[src/rtl/ps2_key_decoder.sv]
// PS/2 keyboard front end: receives scan-code set 2 frames and turns calculator
// keys into one-hot flags with a one-cycle kbd_ready strobe.
module ps2_key_decoder #(
    parameter int unsigned TIMEOUT_CYCLES = 50000
) (
    input  logic       clk,
    input  logic       reset_n,
    input  logic       ps2_clk,
    input  logic       ps2_data,
    output logic       key_0,
    output logic       key_1,
    output logic       key_2,
    output logic       key_3,
    output logic       key_4,
    output logic       key_5,
    output logic       key_6,
    output logic       key_7,
    output logic       key_8,
    output logic       key_9,
    output logic       key_plus,
    output logic       key_minus,
    output logic       key_equal,
    output logic       kbd_ready,
    output logic [7:0] scan_code,
    output logic       frame_err
);

    localparam int unsigned TW     = $clog2(TIMEOUT_CYCLES + 1);
    localparam int unsigned NFLAGS = 13;

    typedef enum logic [1:0] {RX_IDLE, RX_DATA, RX_PARITY, RX_STOP} rx_state_t;
    typedef enum logic [1:0] {DEC_WAIT, DEC_E0, DEC_F0, DEC_E0F0} dec_state_t;

    rx_state_t         rx_state, rx_next;
    dec_state_t        dec_state, dec_next;

    logic              clk_s1, clk_s2, clk_s3;
    logic              data_s1, data_s2;
    logic              fall_c;
    logic              shift_c, par_c, stop_c, timeout_c, frame_ok_c;
    logic [2:0]        bit_cnt;
    logic [7:0]        shreg;
    logic              par_bit;
    logic [TW-1:0]     timer;
    logic              byte_valid;
    logic [7:0]        rx_byte;

    logic              make_c, brk_c, ext_c, held_match_c;
    logic [7:0]        held_code;
    logic              held_ext;
    logic              held_valid;
    logic [NFLAGS-1:0] flags;

    // Index 0..9 digits, 10 plus, 11 minus, 12 equal.
    function automatic logic [NFLAGS-1:0] key_map(input logic [7:0] code, input logic ext);
        logic [NFLAGS-1:0] m;
        m = '0;
        if (ext) begin
            if (code == 8'h5A) m[12] = 1'b1;
        end else begin
            case (code)
                8'h45, 8'h70: m[0]  = 1'b1;
                8'h16, 8'h69: m[1]  = 1'b1;
                8'h1E, 8'h72: m[2]  = 1'b1;
                8'h26, 8'h7A: m[3]  = 1'b1;
                8'h25, 8'h6B: m[4]  = 1'b1;
                8'h2E, 8'h73: m[5]  = 1'b1;
                8'h36, 8'h74: m[6]  = 1'b1;
                8'h3D, 8'h6C: m[7]  = 1'b1;
                8'h3E, 8'h75: m[8]  = 1'b1;
                8'h46, 8'h7D: m[9]  = 1'b1;
                8'h79:        m[10] = 1'b1;
                8'h4E, 8'h7B: m[11] = 1'b1;
                8'h55, 8'h5A: m[12] = 1'b1;
                default:      m     = '0;
            endcase
        end
        return m;
    endfunction

    // Two-flop synchronisers plus one extra clock stage for edge detection.
    always_ff @(posedge clk) begin
        if (!reset_n) begin
            clk_s1  <= 1'b1;
            clk_s2  <= 1'b1;
            clk_s3  <= 1'b1;
            data_s1 <= 1'b1;
            data_s2 <= 1'b1;
        end else begin
            clk_s1  <= ps2_clk;
            clk_s2  <= clk_s1;
            clk_s3  <= clk_s2;
            data_s1 <= ps2_data;
            data_s2 <= data_s1;
        end
    end

    assign fall_c     = clk_s3 & ~clk_s2;
    assign frame_ok_c = (^{par_bit, shreg}) & data_s2;

    always_ff @(posedge clk) begin
        if (!reset_n) rx_state <= RX_IDLE;
        else          rx_state <= rx_next;
    end

    always_comb begin
        rx_next   = rx_state;
        shift_c   = 1'b0;
        par_c     = 1'b0;
        stop_c    = 1'b0;
        timeout_c = 1'b0;
        case (rx_state)
            RX_IDLE:   if (fall_c && !data_s2) rx_next = RX_DATA;
            RX_DATA:   if (fall_c) begin
                           shift_c = 1'b1;
                           if (bit_cnt == 3'd7) rx_next = RX_PARITY;
                       end
            RX_PARITY: if (fall_c) begin
                           par_c   = 1'b1;
                           rx_next = RX_STOP;
                       end
            RX_STOP:   if (fall_c) begin
                           stop_c  = 1'b1;
                           rx_next = RX_IDLE;
                       end
            default:   rx_next = RX_IDLE;
        endcase
        // Watchdog overrides any pending progress of a stalled frame.
        if (rx_state != RX_IDLE && !fall_c && timer == TW'(TIMEOUT_CYCLES - 1)) begin
            timeout_c = 1'b1;
            shift_c   = 1'b0;
            rx_next   = RX_IDLE;
        end
    end

    always_ff @(posedge clk) begin
        if (!reset_n) begin
            bit_cnt    <= 3'd0;
            shreg      <= 8'h00;
            par_bit    <= 1'b0;
            timer      <= '0;
            byte_valid <= 1'b0;
            rx_byte    <= 8'h00;
            frame_err  <= 1'b0;
        end else begin
            byte_valid <= stop_c & frame_ok_c;
            frame_err  <= (stop_c & ~frame_ok_c) | timeout_c;
            if (rx_state == RX_IDLE) bit_cnt <= 3'd0;
            else if (shift_c)        bit_cnt <= bit_cnt + 3'd1;
            if (shift_c) shreg   <= {data_s2, shreg[7:1]};
            if (par_c)   par_bit <= data_s2;
            if (stop_c && frame_ok_c) rx_byte <= shreg;
            if (rx_state == RX_IDLE || fall_c) timer <= '0;
            else                               timer <= timer + TW'(1);
        end
    end

    always_ff @(posedge clk) begin
        if (!reset_n) dec_state <= DEC_WAIT;
        else          dec_state <= dec_next;
    end

    always_comb begin
        dec_next = dec_state;
        make_c   = 1'b0;
        brk_c    = 1'b0;
        ext_c    = 1'b0;
        if (frame_err) begin
            dec_next = DEC_WAIT;
        end else if (byte_valid) begin
            case (dec_state)
                DEC_WAIT: begin
                    if (rx_byte == 8'hE0)      dec_next = DEC_E0;
                    else if (rx_byte == 8'hF0) dec_next = DEC_F0;
                    else                       make_c   = 1'b1;
                end
                DEC_E0: begin
                    ext_c = 1'b1;
                    if (rx_byte == 8'hF0) begin
                        dec_next = DEC_E0F0;
                    end else begin
                        make_c   = 1'b1;
                        dec_next = DEC_WAIT;
                    end
                end
                DEC_F0: begin
                    brk_c    = 1'b1;
                    dec_next = DEC_WAIT;
                end
                DEC_E0F0: begin
                    ext_c    = 1'b1;
                    brk_c    = 1'b1;
                    dec_next = DEC_WAIT;
                end
                default: dec_next = DEC_WAIT;
            endcase
        end
    end

    assign held_match_c = held_valid && (held_code == rx_byte) && (held_ext == ext_c);

    // Typematic repeats of the held key are swallowed; breaks only release it.
    always_ff @(posedge clk) begin
        if (!reset_n) begin
            flags      <= '0;
            kbd_ready  <= 1'b0;
            scan_code  <= 8'h00;
            held_code  <= 8'h00;
            held_ext   <= 1'b0;
            held_valid <= 1'b0;
        end else begin
            kbd_ready <= 1'b0;
            if (make_c && !held_match_c) begin
                held_code  <= rx_byte;
                held_ext   <= ext_c;
                held_valid <= 1'b1;
                scan_code  <= rx_byte;
                flags      <= key_map(rx_byte, ext_c);
                kbd_ready  <= 1'b1;
            end
            if (brk_c && held_match_c) held_valid <= 1'b0;
        end
    end

    assign key_0     = flags[0];
    assign key_1     = flags[1];
    assign key_2     = flags[2];
    assign key_3     = flags[3];
    assign key_4     = flags[4];
    assign key_5     = flags[5];
    assign key_6     = flags[6];
    assign key_7     = flags[7];
    assign key_8     = flags[8];
    assign key_9     = flags[9];
    assign key_plus  = flags[10];
    assign key_minus = flags[11];
    assign key_equal = flags[12];

endmodule
[config.mk]
export PLATFORM = sky130hd
export DESIGN_NAME = ps2_key_decoder
export DESIGN_NICKNAME = d
export VERILOG_FILES = /design/src/rtl/ps2_key_decoder.sv
export SDC_FILE = /design/constraint.sdc
export NUM_CORES = 1
export LEC_CHECK = 0
export CAP_MARGIN = 20
export CORE_MARGIN = 1
export CORE_UTILIZATION = 50
export CTS_CLUSTER_DIAMETER = 120
export DETAILED_ROUTE_END_ITERATION = 12
export PLACE_DENSITY = 0.75
export SLEW_MARGIN = 20
export SYNTH_ARGS = -nofsm -noshare
export SYNTH_HDL_FRONTEND = slang
export SYNTH_SLANG_ARGS = --single-unit
export TNS_END_PERCENT = 50
[constraint.sdc]
create_clock -name clk -period 2.5 [get_ports clk]
set_input_delay 0.5 -clock clk [delete_from_list [all_inputs] [get_ports clk]]
set_output_delay 0.5 -clock clk [all_outputs]
set_load 0.05 [all_outputs]
# After elaboration in Yosys (flattened, before gate mapping)
# Index checks and enable logic that the tools add are counted.
dict set report word_totals {
  regBits 71
  latch_bits 0
  ram_bits 0
  romBits 0
  input_bits 4
  output_inout_bits 23
  elab_cells 153
  mem_count 0
}
dict set report op_classes {
  addsub 2
  mul 0
  div 0
  n_lt_le_gt_ge 0
  eq_ne 43
  shifts 0
  mux 44
  bitwise_logic 8
  n_reduce_logical 37
}
# cell count
set ops {}
lappend ops {{$eq A8 B7 Y1 const B} 17}
lappend ops {{$eq A8 B6 Y1 const B} 6}
lappend ops {{$reduce_or A2 Y1} 19}
lappend ops {{$mux W1} 32}
lappend ops {{$add A16 B1 Y16 const B} 1}
lappend ops {{$eq A16 B16 Y1 const B} 1}
lappend ops {{$eq A8 B5 Y1 const B} 2}
lappend ops {{$eq A8 B8 Y1 const B} 2}
lappend ops {{$mux W2} 8}
lappend ops {{$mux W12} 1}
lappend ops {{$ne A2 B2 Y1 const B} 5}
lappend ops {{$reduce_xor A9 Y1} 1}
lappend ops {{$eq A2 B2 Y1 const B} 4}
lappend ops {{$eq A8 B8 Y1} 1}
lappend ops {{$logic_and A1 B1 Y1} 8}
lappend ops {{$pmux W2 S4} 1}
lappend ops {{$pmux W2 S3} 1}
lappend ops {{$reduce_and A5 Y1} 1}
lappend ops {{$and A1 B1 Y1} 4}
lappend ops {{$eq A2 B1 Y1 const B} 2}
lappend ops {{$logic_not A2 Y1} 2}
lappend ops {{$add A3 B1 Y3 const B} 1}
lappend ops {{$eq A3 B3 Y1 const B} 1}
lappend ops {{$logic_not A1 Y1} 3}
lappend ops {{8 further kinds} 10}

# Depth between registers and ports, before layout
# Gate-level depths: netlist (run 1).
dict set report logic_depth {
  word_depth 10
  mapped_depth 8
  depth_no_buf 7
}

# Least setup slack after synthesis (run 1)
# Ideal clock, no wire load.
dict set report synth_timing {
  path_type {reg-to-reg}
  startpoint {reg frame_err}
  endpoint {reg held_valid}
  arrival_time_ns 2.013
  slack_ns 0.355
  stages_incl_launch_ff 8
  path_cell_list {dfxtp_1 > nand3b_2 > xnor2_1 > or4_1 > clkbuf_1 > clkbuf_1 > nand2_1 > a21oi_1}
}
dict set report synth_via {
  elab_chain_cells 5
  elab_cells_between_ends 9
}
# element line
set synth_rtl {}
lappend synth_rtl {{start: declaration} 25} ;# output logic frame_err
lappend synth_rtl {{start signal: assignment} 147} ;# frame_err <= (stop_c & ~frame_ok_c) | timeout_c;
lappend synth_rtl {{$mux W1} 168} ;# if (frame_err) begin
lappend synth_rtl {{$eq A1 B1 Y1} 200} ;# assign held_match_c = held_valid && (held_code == rx_byte) && (held_ext == ext_c);
lappend synth_rtl {{$logic_and A1 B1 Y1} 200}
lappend synth_rtl {{$logic_and A1 B1 Y1 / $logic_not A1 Y1 (equally long branches)} {221, 213}}
lappend synth_rtl {{$reduce_or A2 Y1 (no line) / $logic_and A1 B1 Y1 (equally long branches)} --}
lappend synth_rtl {{end signal: assignment} 210} ;# held_valid <= 1'b0;
lappend synth_rtl {{end signal: assignment} 216} ;# held_valid <= 1'b1;
lappend synth_rtl {{end signal: assignment} 221} ;# if (brk_c && held_match_c) held_valid <= 1'b0;
lappend synth_rtl {{end: declaration} 51} ;# logic held_valid;
# Several ways; a longest one is shown, not always the timed one.
# A chain may end at the register's enable or synchronous reset.

# Worst setup path after layout (run 1)
dict set report layout_timing {
  startpoint {reg rx_byte[6]}
  endpoint {reg flags[1]}
}
dict set report layout_via {
  elab_chain_cells 7
  elab_cells_between_ends 17
}
# element line
set layout_rtl {}
lappend layout_rtl {{start: declaration} 46} ;# logic [7:0] rx_byte;
lappend layout_rtl {{start signal: assignment} 152} ;# if (stop_c && frame_ok_c) rx_byte <= shreg;
lappend layout_rtl {{$eq A8 B8 Y1} {174, 179}}
lappend layout_rtl {{$mux W1} {174, 179}}
lappend layout_rtl {{$mux W1} 173} ;# if (rx_byte == 8'hE0) dec_next = DEC_E0;
lappend layout_rtl {{$pmux W1 S2} 171} ;# case (dec_state)
lappend layout_rtl {{$mux W1} 170} ;# end else if (byte_valid) begin
lappend layout_rtl {{$mux W1} 168}
lappend layout_rtl {{$logic_and A1 B1 Y1} 213} ;# if (make_c && !held_match_c) begin
lappend layout_rtl {{end signal: assignment} 218} ;# flags <= key_map(rx_byte, ext_c);
lappend layout_rtl {{end: declaration} 52} ;# logic [NFLAGS-1:0] flags;
# Several ways; a longest one is shown, not always the timed one.

==> summary.md, run 1 <==
| Metric | Value |
|---|---|
| Run status | `finished clean` |
| Number of rows created at floorplan | `29` |
| Skew final | `8.20 ps` |
| Die Footprint | `0.00723 mm^2` |
| Placer Congestion | `0.867` |
| Wire length of the first global-routing pass | `12,900 um` |
| Post-CTS resize count | `0` |
| Data arrival time at the worst-slack endpoint | `2410 ps` |
| Number of routed nets with antenna violations | `0` |
| GR Util met2 | `36.0%` |
| Final non-filler cell total | `528` |
| Unrepaired setup endpoints after global routing | `no` |
| Count of state elements after synthesis | `71` |
| Horizontal extent of the die | `85 um` |
| Total of endpoints with negative setup slack in the final report | `0` |
| Origin of the worst setup path | `rx_byte[6]$_SDFFE_PN0P_` |
| Via count | `3,055` |
| GR Layer Usage met1 | `28.8%` |
| Number of CTS-inserted buffers | `9` |
| Clock period minus final worst setup slack | `2130 ps` |
| Height of the die | `85 um` |
| Total I/O pin count | `27` |
| Yosys Warn Count | `0` |
| Accumulated negative setup slack | `0 ps` |
| Launch point of the worst reg-to-reg path | `rx_byte[6]$_SDFFE_PN0P_` |
| Number of failing hold endpoints at the final stage | `0` |
| Total placed cells including tap cells | `513` |
| TritonCTS Sinks | `71` |
| Netlist Area Pre-Place | `0.00344 mm^2` |
| Clk slew on worst S/H paths | `70 ps` |
| Pwr Density | `597 mW/mm^2` |
| Number of diodes | `0` |
| Maximum net fanout on the critical path | `16` |
| Maximum resistive drop on vdd | `436 uV` |
| Busiest grt layer | `met2` |
| Area Growth Syn to Fin | `17.8%` |
| Total wirelength of the detailed-routed design | `7600 um` |
| Cell at the root of the clock tree | `clkbuf_8` |
| Type of origin of the critical path | `flip-flop` |
| Post-DR wirelength/cell | `14.4 um` |
| Core Region | `0.00649 mm^2` |
| Initial cell density of the core | `53.0%` |
| Total of buffers placed on input and output ports | `26` |
| Area share of the largest cell type after synthesis | `41.3%` |
| Detailed-placement wirelength estimate | `5340 um` |
| Capturing element type of the critical path | `flip-flop` |
| Number of buffers inserted by post-CTS setup repair | `0` |
| Type of the worst setup path | `reg -> reg` |
| Path class of the lowest-slack min-delay path | `reg -> reg` |
| Highest clock rate | `470 MHz` |
| Least-Margin Pin Slew | `1120 ps` |
| Maximum number of pins on one net before global-route repair | `30` |
| Register area share after synthesis | `41.3%` |
| CTS max path bufs | `2` |
| Number of vias per cell after detailed routing | `5.79` |
| Most area-consuming cells after synthesis | `dfxtp_1 41%, nand3_1 6.2%, a21oi_1 5.8%` |
| Fillers | `565` |
| Clock H-tree levels | `3` |
| Synthesized area per cell | `8.14 um^2` |
| Worst endpoint required time | `2780 ps` |
| Number of violations reported at the end of detailed-routing iteration 0 | `207` |
| Most common flop cell mapped by yosys | `dfxtp_1` |
| Hold-fix buffer count after cts | `0` |
| Proportion of register bits with asynchronous set or reset after synthesis | `0%` |
| Antenna violations before repair | `0` |
| Number of maximum-capacitance violations | `0` |
| Syn Inst Count | `423` |
| Leakage power figure | `0.00130 uW` |
| Clock latency on the worst-skew pair | `350 ps` |
| Via count of the first global-routing pass | `2,737` |
| Relative max-transition margin | `25.6%` |
| Fraction of final layout cells sized beyond drive strength 1 | `8.20%` |
| Hold path startpoint | `data_s1$_SDFF_PN1_` |
| M3 GR Usage | `6.23%` |
| Global-route usage over all layers | `22.8%` |
| Max-slew violation count | `0` |
| Remaining global-route overflow | `0` |
| Number of synthesized flops with an enable pin | `0` |
| Drt pass-1 iters | `4` |
| Number of library cell types mapped by synthesis | `45` |
| DRC Markers | `0` |
| Number of nets at the end of the flow | `458` |
| Period utilisation layout | `85.0%` |
| TritonCTS clock tree | `done` |
| Cell type contributing the most total cell area after synthesis | `dfxtp_1` |
| Post-Synthesis Net Count | `434` |
cell usage in the layout (no fill, tap or decap), drive strengths merged, types with 2 or more instances in the layout:
cell	Yosys	routed
mux2i	2	2
nor2b	7	7
a21oi	40	40
clkinv	1	2
nand3	43	43
xnor2	16	16
nand4b	2	2
inv	8	8
nor4	2	2
o21ai	35	35
buf	2	17
and4b	2	2
clkdlybuf4s50	0	26
a31oi	3	3
nand2	42	42
clkbuf	28	10
bufinv	0	3
nand2b	16	16
nor4bb	2	2
a32oi	4	4
nor4b	3	3
nor2	26	26
nor3b	2	2
nor3	11	11
a211oi	2	2
xnor3	2	2
or3	5	5
xor2	10	10
nand4	8	8
dfxtp	71	71
ha	7	7
or4	8	8
and3	2	2
Yosys cell counts, types with 4 or more instances:
library cell and instances:
nand4_1 8, a21oi_1 40, inv_1 8, dfxtp_1 71, xnor2_1 16, nor2_1 26, clkbuf_1 28, a32oi_1 4
nand2_1 42, ha_1 7, nor3_1 11, or3_1 5, xor2_1 10, or4_1 8, nand3_1 43, nor2b_1 7
nand2b_1 16, o21ai_0 33
layout make-up:
cell class / count / area [um^2] / share of cell area, %
Timing Repair Buffer: 43 / 388 / 9.56
Tap cell: 77 / 96.3 / 2.37
Inverter: 9 / 33.8 / 0.833
Sequential cell: 71 / 1420 / 35.0
Multi-Input combinational cell: 313 / 1870 / 46.2
Clock inverter: 5 / 106 / 2.62
Clock buffer: 10 / 138 / 3.39
per-stage QoR:
| step | hold WS, ps | utilization (%) | setup WS [ps] | total power, uW | cell area, um^2 |
|---|---|---|---|---|---|
| after floorplan | 386 | - | 355 | 1300 | 3440 |
| after global placement | 389 | 58.7 | 501 | 1330 | 3810 |
| after detailed placement | 402 | 58.7 | 427 | 1330 | 3810 |
| after CTS | 421 | 62.5 | 380 | 2440 | 4060 |
| after global routing | 429 | 62.5 | 161 | 2510 | 4060 |
| final | 418 | 62.5 | 375 | 2420 | 4060 |
cell families (layout without fill, tap and decap cells):
| logic type | Yosys count | in the layout | share of synthesized area [%] |
|---|---|---|---|
| compound gates | 91 | 91 | 14.7 |
| xor+xnor | 28 | 28 | 7.92 |
| fa+ha+maj | 7 | 7 | 2.54 |
| buf+inv | 39 | 67 | 4.32 |
| flops | 71 | 71 | 41.3 |
| mux | 2 | 2 | 0.690 |
| simple gates | 185 | 185 | 28.6 |
routing by layer:
metal | part of all wire (%) | up-vias
met5 | 0 | -
met4 | 2.4 | 0
met3 | 5.8 | 20
met2 | 46 | 94
met1 | 45 | 1407
li1 | - | 1534
flip-flops by register name, indices dropped and copies added, names as in the netlist:
signal	count
bit_cnt	3
byte_valid	1
clk_s1	1
clk_s2	1
clk_s3	1
data_s1	1
data_s2	1
dec_state	2
flags	13
frame_err	1
held_code	8
held_ext	1
held_valid	1
kbd_ready	1
par_bit	1
rx_byte	8
rx_state	2
shreg	8
timer	16
report_power, final:
group          switching, uW  internal [uW]
Clock                    429            686
Sequential              15.2           1150
Combinational           99.5           47.7
worst max-delay path: stages, from the launching register on:
cell and delay, ps:
dfxtp_1 340, nor3b_1 160, and4bb_4 210, a311oi_2 940, nand4_1 210, a21oi_1 200
final timing paths:
kind                            to  slack (ps)  cells after the start
max reg2reg  flags[1]$_SDFFE_PN0P_         370                      5
min             data_s2$_SDFF_PN1_         420                      1
max          flags[1]$_SDFFE_PN0P_         370                      5
min reg2reg     data_s2$_SDFF_PN1_         420                      1
No activity file was read; power rests on OpenSTA's default activity.
==> inputs of run 2 (changes only) <==
--- a/config.mk
+++ b/config.mk
@@ -10,6 +10,7 @@
 export CORE_UTILIZATION = 50
 export CTS_CLUSTER_DIAMETER = 120
 export DETAILED_ROUTE_END_ITERATION = 12
+export GPL_TIMING_DRIVEN = 1
 export PLACE_DENSITY = 0.75
 export SLEW_MARGIN = 20
 export SYNTH_ARGS = -nofsm -noshare
==> results of run 2 <==
Same layout as run 1: the final DEF is identical, and so are final timing and power.
